[src/rtl/ffsr_pkg.sv]
// ffsr_pkg: thermometer shift helpers, code check and leak counter sizing
// shared by the pulse bank and its channels.
// Codes are held in descending vectors: value k sets bits [k-1:0], so the
// MSB (q[WIDTH-1]) is the "full" bit and the LSB (q[0]) the "non-empty" bit.
// Helpers work on a wide container; callers zero-extend and truncate.
package ffsr_pkg;
  localparam int MAX_W = 64;
  typedef logic [MAX_W-1:0] therm_t;
  // +1: shift a one in at the LSB, keep within w bits (saturates at all-ones)
  function automatic therm_t up1(therm_t q, int w);
    return ((q << 1) | therm_t'(1)) & ~(~therm_t'(0) << w);
  endfunction
  function automatic therm_t dn1(therm_t q);
    return q >> 1;
  endfunction
  function automatic therm_t dn2(therm_t q);
    return q >> 2;
  endfunction
  // a valid code is a run of ones from the LSB, so q+1 is a power of two
  function automatic logic is_thermo(therm_t q);
    return (q & (q + therm_t'(1))) == '0;
  endfunction
  function automatic int leak_w(int p);
    return p > 1 ? $clog2(p) : 1;
  endfunction
endpackage

[src/rtl/ffsr_pulse_ch.sv]
// ffsr_pulse_ch: one thermometer-coded up/down channel with load, optional
// clear-on-full, saturation and registered fire/ovf pulses.
// Ports: clk, rst (async active-low), load/init (verbatim load), inc/dec
// (step requests), tick (shared leak), q (code), full/empty/code_err
// (combinational from q), fire/ovf (registered 1-cycle pulses).
module ffsr_pulse_ch
  import ffsr_pkg::*;
#(
  parameter int WIDTH         = 8,
  parameter bit RESET_ON_FIRE = 0
) (
  input  logic             clk,
  input  logic             rst,
  input  logic             load,
  input  logic [WIDTH-1:0] init,
  input  logic             inc,
  input  logic             dec,
  input  logic             tick,
  output logic [WIDTH-1:0] q,
  output logic             full,
  output logic             empty,
  output logic             fire,
  output logic             ovf,
  output logic             code_err
);
  logic [1:0]       m;
  logic             clr;
  logic [WIDTH-1:0] shifted, nxt;
  logic             fire_n, ovf_n;
  assign full     = q[WIDTH-1];
  assign empty    = ~q[0];
  assign code_err = ~is_thermo(therm_t'(q));
  // m = dec + tick - inc modulo 4: 3 means +1, 1 means -1, 2 means -2, 0 hold
  always_comb begin
    m       = {1'b0, dec} + {1'b0, tick} - {1'b0, inc};
    clr     = RESET_ON_FIRE && full;
    shifted = m == 2'd3 ? WIDTH'(up1(therm_t'(q), WIDTH)) :
              m == 2'd1 ? WIDTH'(dn1(therm_t'(q))) :
              m == 2'd2 ? WIDTH'(dn2(therm_t'(q))) : q;
    nxt     = load ? init : clr ? '0 : shifted;
    fire_n  = load ? (&init && !full) : (!clr && shifted[WIDTH-1] && !full);
    ovf_n   = !load && !clr && m == 2'd3 && full;
  end
  always_ff @(posedge clk or negedge rst) begin
    if (!rst) begin
      q    <= '0;
      fire <= 1'b0;
      ovf  <= 1'b0;
    end else begin
      q    <= nxt;
      fire <= fire_n;
      ovf  <= ovf_n;
    end
  end
endmodule

[src/rtl/ffsr_pulse_bank.sv]
// ffsr_pulse_bank: NUM_CH thermometer up/down channels sharing one periodic
// leak timer.
// Ports: clk, rst (async active-low), load/init/inc/dec per channel,
// leak_en (runs the leak timer), out (codes, channel c at [c*WIDTH +: WIDTH]),
// full/empty/code_err (combinational), fire/ovf (registered pulses).
module ffsr_pulse_bank
  import ffsr_pkg::*;
#(
  parameter int WIDTH         = 8,
  parameter int NUM_CH        = 4,
  parameter int LEAK_PERIOD   = 16,
  parameter bit RESET_ON_FIRE = 0
) (
  input  logic                    clk,
  input  logic                    rst,
  input  logic [NUM_CH-1:0]       load,
  input  logic [NUM_CH*WIDTH-1:0] init,
  input  logic [NUM_CH-1:0]       inc,
  input  logic [NUM_CH-1:0]       dec,
  input  logic                    leak_en,
  output logic [NUM_CH*WIDTH-1:0] out,
  output logic [NUM_CH-1:0]       full,
  output logic [NUM_CH-1:0]       empty,
  output logic [NUM_CH-1:0]       fire,
  output logic [NUM_CH-1:0]       ovf,
  output logic [NUM_CH-1:0]       code_err
);
  localparam int            CW   = leak_w(LEAK_PERIOD);
  localparam logic [CW-1:0] LAST = CW'(LEAK_PERIOD > 0 ? LEAK_PERIOD - 1 : 0);
  logic [CW-1:0] cnt;
  logic          tick;
  // period 0 never ticks; period 1 ticks every enabled cycle (LAST = 0)
  assign tick = LEAK_PERIOD != 0 && leak_en && cnt == LAST;
  always_ff @(posedge clk or negedge rst) begin
    if (!rst) cnt <= '0;
    else      cnt <= (!leak_en || tick) ? '0 : cnt + CW'(1);
  end
  for (genvar c = 0; c < NUM_CH; c++) begin : g_ch
    ffsr_pulse_ch #(
      .WIDTH(WIDTH),
      .RESET_ON_FIRE(RESET_ON_FIRE)
    ) u_ch (
      .clk(clk),
      .rst(rst),
      .load(load[c]),
      .init(init[c*WIDTH +: WIDTH]),
      .inc(inc[c]),
      .dec(dec[c]),
      .tick(tick),
      .q(out[c*WIDTH +: WIDTH]),
      .full(full[c]),
      .empty(empty[c]),
      .fire(fire[c]),
      .ovf(ovf[c]),
      .code_err(code_err[c])
    );
  end
endmodule

[config.mk]
export PLATFORM = sky130hd
export DESIGN_NAME = ffsr_pulse_bank
export DESIGN_NICKNAME = d
export VERILOG_FILES = /design/src/rtl/ffsr_pkg.sv /design/src/rtl/ffsr_pulse_ch.sv /design/src/rtl/ffsr_pulse_bank.sv
export SDC_FILE = /design/constraint.sdc
export NUM_CORES = 1
export LEC_CHECK = 0
export CAP_MARGIN = 0
export CORE_ASPECT_RATIO = 1.5
export CORE_MARGIN = 1
export CORE_UTILIZATION = 48
export CTS_BUF_LIST = sky130_fd_sc_hd__clkbuf_16
export DETAILED_ROUTE_END_ITERATION = 10
export PLACE_DENSITY = 0.82
export SYNTH_ARGS = -nofsm -noshare
export SYNTH_HDL_FRONTEND = slang
export SYNTH_SLANG_ARGS = --single-unit
export TNS_END_PERCENT = 10
[constraint.sdc]
create_clock -name clk -period 3.4 [get_ports clk]
set_clock_uncertainty 0.1 [all_clocks]
set_input_delay 0.68 -clock clk [delete_from_list [all_inputs] [get_ports clk]]
set_output_delay 0.68 -clock clk [all_outputs]
set_load 0.05 [all_outputs]
==> summary.md <==
| Metric | Value |
|---|---|
| Synthesized area per cell | between 8 and 9 sq um |
| Fraction of layout cells with a size suffix above 1 | a little under 5% |
| Row cnt | 37 |
| # DRC | 0 |
| Design area | between 4000 and 5000 sq um |
| Predominant post-synthesis flop cell | dfrtp_1 |
| Asr flop ratio synth | 100% |
| Number of synthesized flops with an enable pin | 0 |
| Total of max-cap violations | 0 |
| Vias in the first global route | 3206 |
| Hold Fails Final Rpt | 0 |
| Number of unique standard cell types used by synthesis | 48 |
| Area Growth Syn to Fin | 28.0% |
| Dpl cells | 562 |
| Fill cells | 604 |
| Antenna violations before repair | 0 |
| Total clock sinks | between 40 and 50 |
| DP Area | between 4000 and 5000 sq um |
| Core area | about 6900 sq um |
| Final count of negative-setup-slack endpoints | 0 |
| Status | finished, final reports clean |
| Post-synthesis sequential area ratio | between 30% and 40% |
| Setup TNS | 0 ns |
| Post-Syn Instances | approximately 420 |
| Ant diodes | 0 |
| RSZ-0062 raised after global routing | yes |
| TritonCTS clock tree | built |
| Deepest clock path buffer count | 2 |
| Total global routing overflow | 0 |
| Die area | 7650 sq um |
| Synth top area share | 31.4% |
| Synth Cell Area | 3500 sq um |
| CTS Buf Count | 5 |
| Final WL | 8.41 mm |
| Max Fclk | 308 MHz |
| Largest net degree at the start of global routing | 45 |
| Post-CTS Hold Buffers | 0 |
| Vias | 3346 |
| Peak VDD IR | 0.256 mV |
| Largest area contributor in the netlist | dfrtp_1 |
| IO Pins | between 90 and 100 |
| Critical path fanouts, max | 13 |
| Worst-Margin Slew | roughly 1.0 ns |
| CP max-delay cell | clkdlybuf4s50_1 |
| Post-DR vias/cell | between 5 and 6 |
| Iteration-0 DRC Markers | about 210 |
| Worst min path class | flop to flop |
| Number of synthesized register bits | 44 |
| Area occupied by multi-input gates | 1940 sq um |
| Synth Net Count | between 400 and 500 |
| Wire per inst | between 10 and 15 microns |
| P_leak | a little under 2 nW |
| Clk Latency, worst-skew pair | 0.28 ns |
| Final worst-path cycle share | 95.4% |
| Max-slew violation count | 0 |
| Pwr Density | 449 nW/um^2 |
| Clock Tree Root | clkbuf_16 |
| Most used cell, CP | ha_1 |
| CP required | between 3 and 4 ns |
| Die H | 107 microns |
| Syn. warnings | 0 |
| Die width | 71.7 microns |
| HPWL Detailed | about 6 mm |
| Setup Buffers After CTS | 0 |
| Critical path capture point type | flop |
| CTS resizes | 0 |
| Register Area | roughly 1100 sq um |
| RePlAce Congestion | roughly 0.86 |
| Critical path, cell by cell | clkdlybuf4s50_1, nand4_1, buf_4, ha_1, inv_1, ha_1, xor2_1, ha_1, buf_4, nor4b_1, a211oi_1, a21oi_1 |
| Crit Path Class | input pin to flop |
| First-pass GRT wire length | 14.1 mm |
| Buffers on Ports | 98 |
| # nets final | 563 |
| H-tree depth | 2 |
| DRT Pass-1 Iters | 4 |
| Global router's overall resource usage | between 20% and 30% |
| Area contributors post-synth | dfrtp_1 31%, a21oi_1 8.0%, ha_1 7.5%, nand2_1 5.5%, buf_4 5.1% |
| Largest stage delay, worst path | between 0.5 and 0.6 ns |
| Critical path launch point type | input pin |
| Critical path arrival | between 3 and 4 ns |
| Layout Cells excl Fill | between 500 and 600 |
| Clock slew at reported path FFs | about 0.06 ns |
| Initial cell density of the core | 50.4% |
| Final min period | around 3.2 ns |
| Detail Route Antenna Nets | 0 |
| Slew HR | roughly 30% |
| Total power | between 2 and 2.5 mW |
-- logic make-up (layout without fill, tap and decap cells) --
group | after synthesis | after routing | synth area share [%]
compound gates | 145 | 145 | 26.9
mux | 1 | 1 | 0.322
xor+xnor | 5 | 5 | 1.25
buf+inv | 88 | 159 | 13.3
fa+ha+maj | 25 | 25 | 9.79
flops | 44 | 44 | 31.4
simple gates | 113 | 113 | 17.0
-- metal layers --
metal / vias up / routed length (microns) / part of all wire [%] / GRT usage, %
li1: 1626 / - / - / -
met1: 1565 / 3480 / 41 / 27.2
met2: 133 / 4260 / 51 / 38.8
met3: 22 / 433 / 5.1 / 3.48
met4: 0 / 242 / 2.9 / 11.3
met5: - / 0 / 0 / 0
-- through the flow --
| step | hold WS (ns) | worst slack (ns) | util, % |
|---|---|---|---|
| global placement | 0.357 | 0.0237 | 62.6 |
| CTS | 0.383 | 0.187 | 64.6 |
| detailed placement | 0.375 | -0.102 | 62.6 |
| finish | 0.384 | 0.157 | 64.6 |
| global route | 0.417 | -0.000974 | 64.6 |
| floorplan | 0.284 | 0.522 | - |
-- flip-flops by register name (all words and copies together) (netlist names) --
name	flops
g_ch.u_ch.q	32
cnt	4
g_ch.u_ch.fire	4
g_ch.u_ch.ovf	4
-- critical path: cells and delay by family --
family          cells  cell delay (ns)
xor+xnor            1             0.24
compound gates      2             0.28
fa+ha+maj           3             0.87
simple gates        2             0.20
buf+inv             4             1.01
-- cells in the mapped netlist (4+ instances only) --
cell	n
inv_1	40
nand2_1	51
xor2_1	5
a22o_1	6
o21ai_0	29
dfrtp_1	44
and3b_1	5
a2111oi_0	4
a21oi_1	56
a221o_1	4
o31a_1	4
buf_2	15
nand3_1	5
nor2_1	6
nand2b_1	8
or3_1	4
o2bb2ai_1	8
fa_1	4
nor2b_1	6
ha_1	21
buf_4	24
o2111ai_1	4
nand4_1	5
nand3b_1	11
o221ai_1	14
-- final cells by class --
class                      count  area share, %
clock inverter                 3          0.251
tap                           78           2.18
sequential                    44           24.6
timing repair buffer         108           23.4
multi-input combinational    289           43.2
inverter                      43           3.60
clock buffer                   5           2.79
-- report_power, final --
part           internal (mW)  switching [mW]
registers              0.584           0.110
logic                  0.331           0.525
clock network          0.265           0.198
-- layout by cell type, fill, tap and decap left out, types with 8 or more instances in the layout --
master,count
o221ai_1,14
nand2b_1,8
o2bb2ai_1,8
nand2_1,51
ha_1,21
o21ai_0,29
clkdlybuf4s50_1,97
inv_1,42
dfrtp_1,44
buf_4,10
a21oi_1,56
nand3b_1,11
-- worst paths after layout --
path / from / to / slack (ns) / depth (start not counted)
min in group asynchronous: rst / g_ch[1].u_ch.q[5] / 0.48 / 1
min reg2reg: cnt[0] / cnt[0] / 0.38 / 1
max in group asynchronous: rst / g_ch[0].u_ch.q[1] / 2.07 / 1
max reg2reg: cnt[0] / g_ch[1].u_ch.q[7] / 0.47 / 12
max: leak_en / g_ch[1].u_ch.q[7] / 0.16 / 12
min: cnt[0] / cnt[0] / 0.38 / 1
Power figures use the tool's default switching activity.
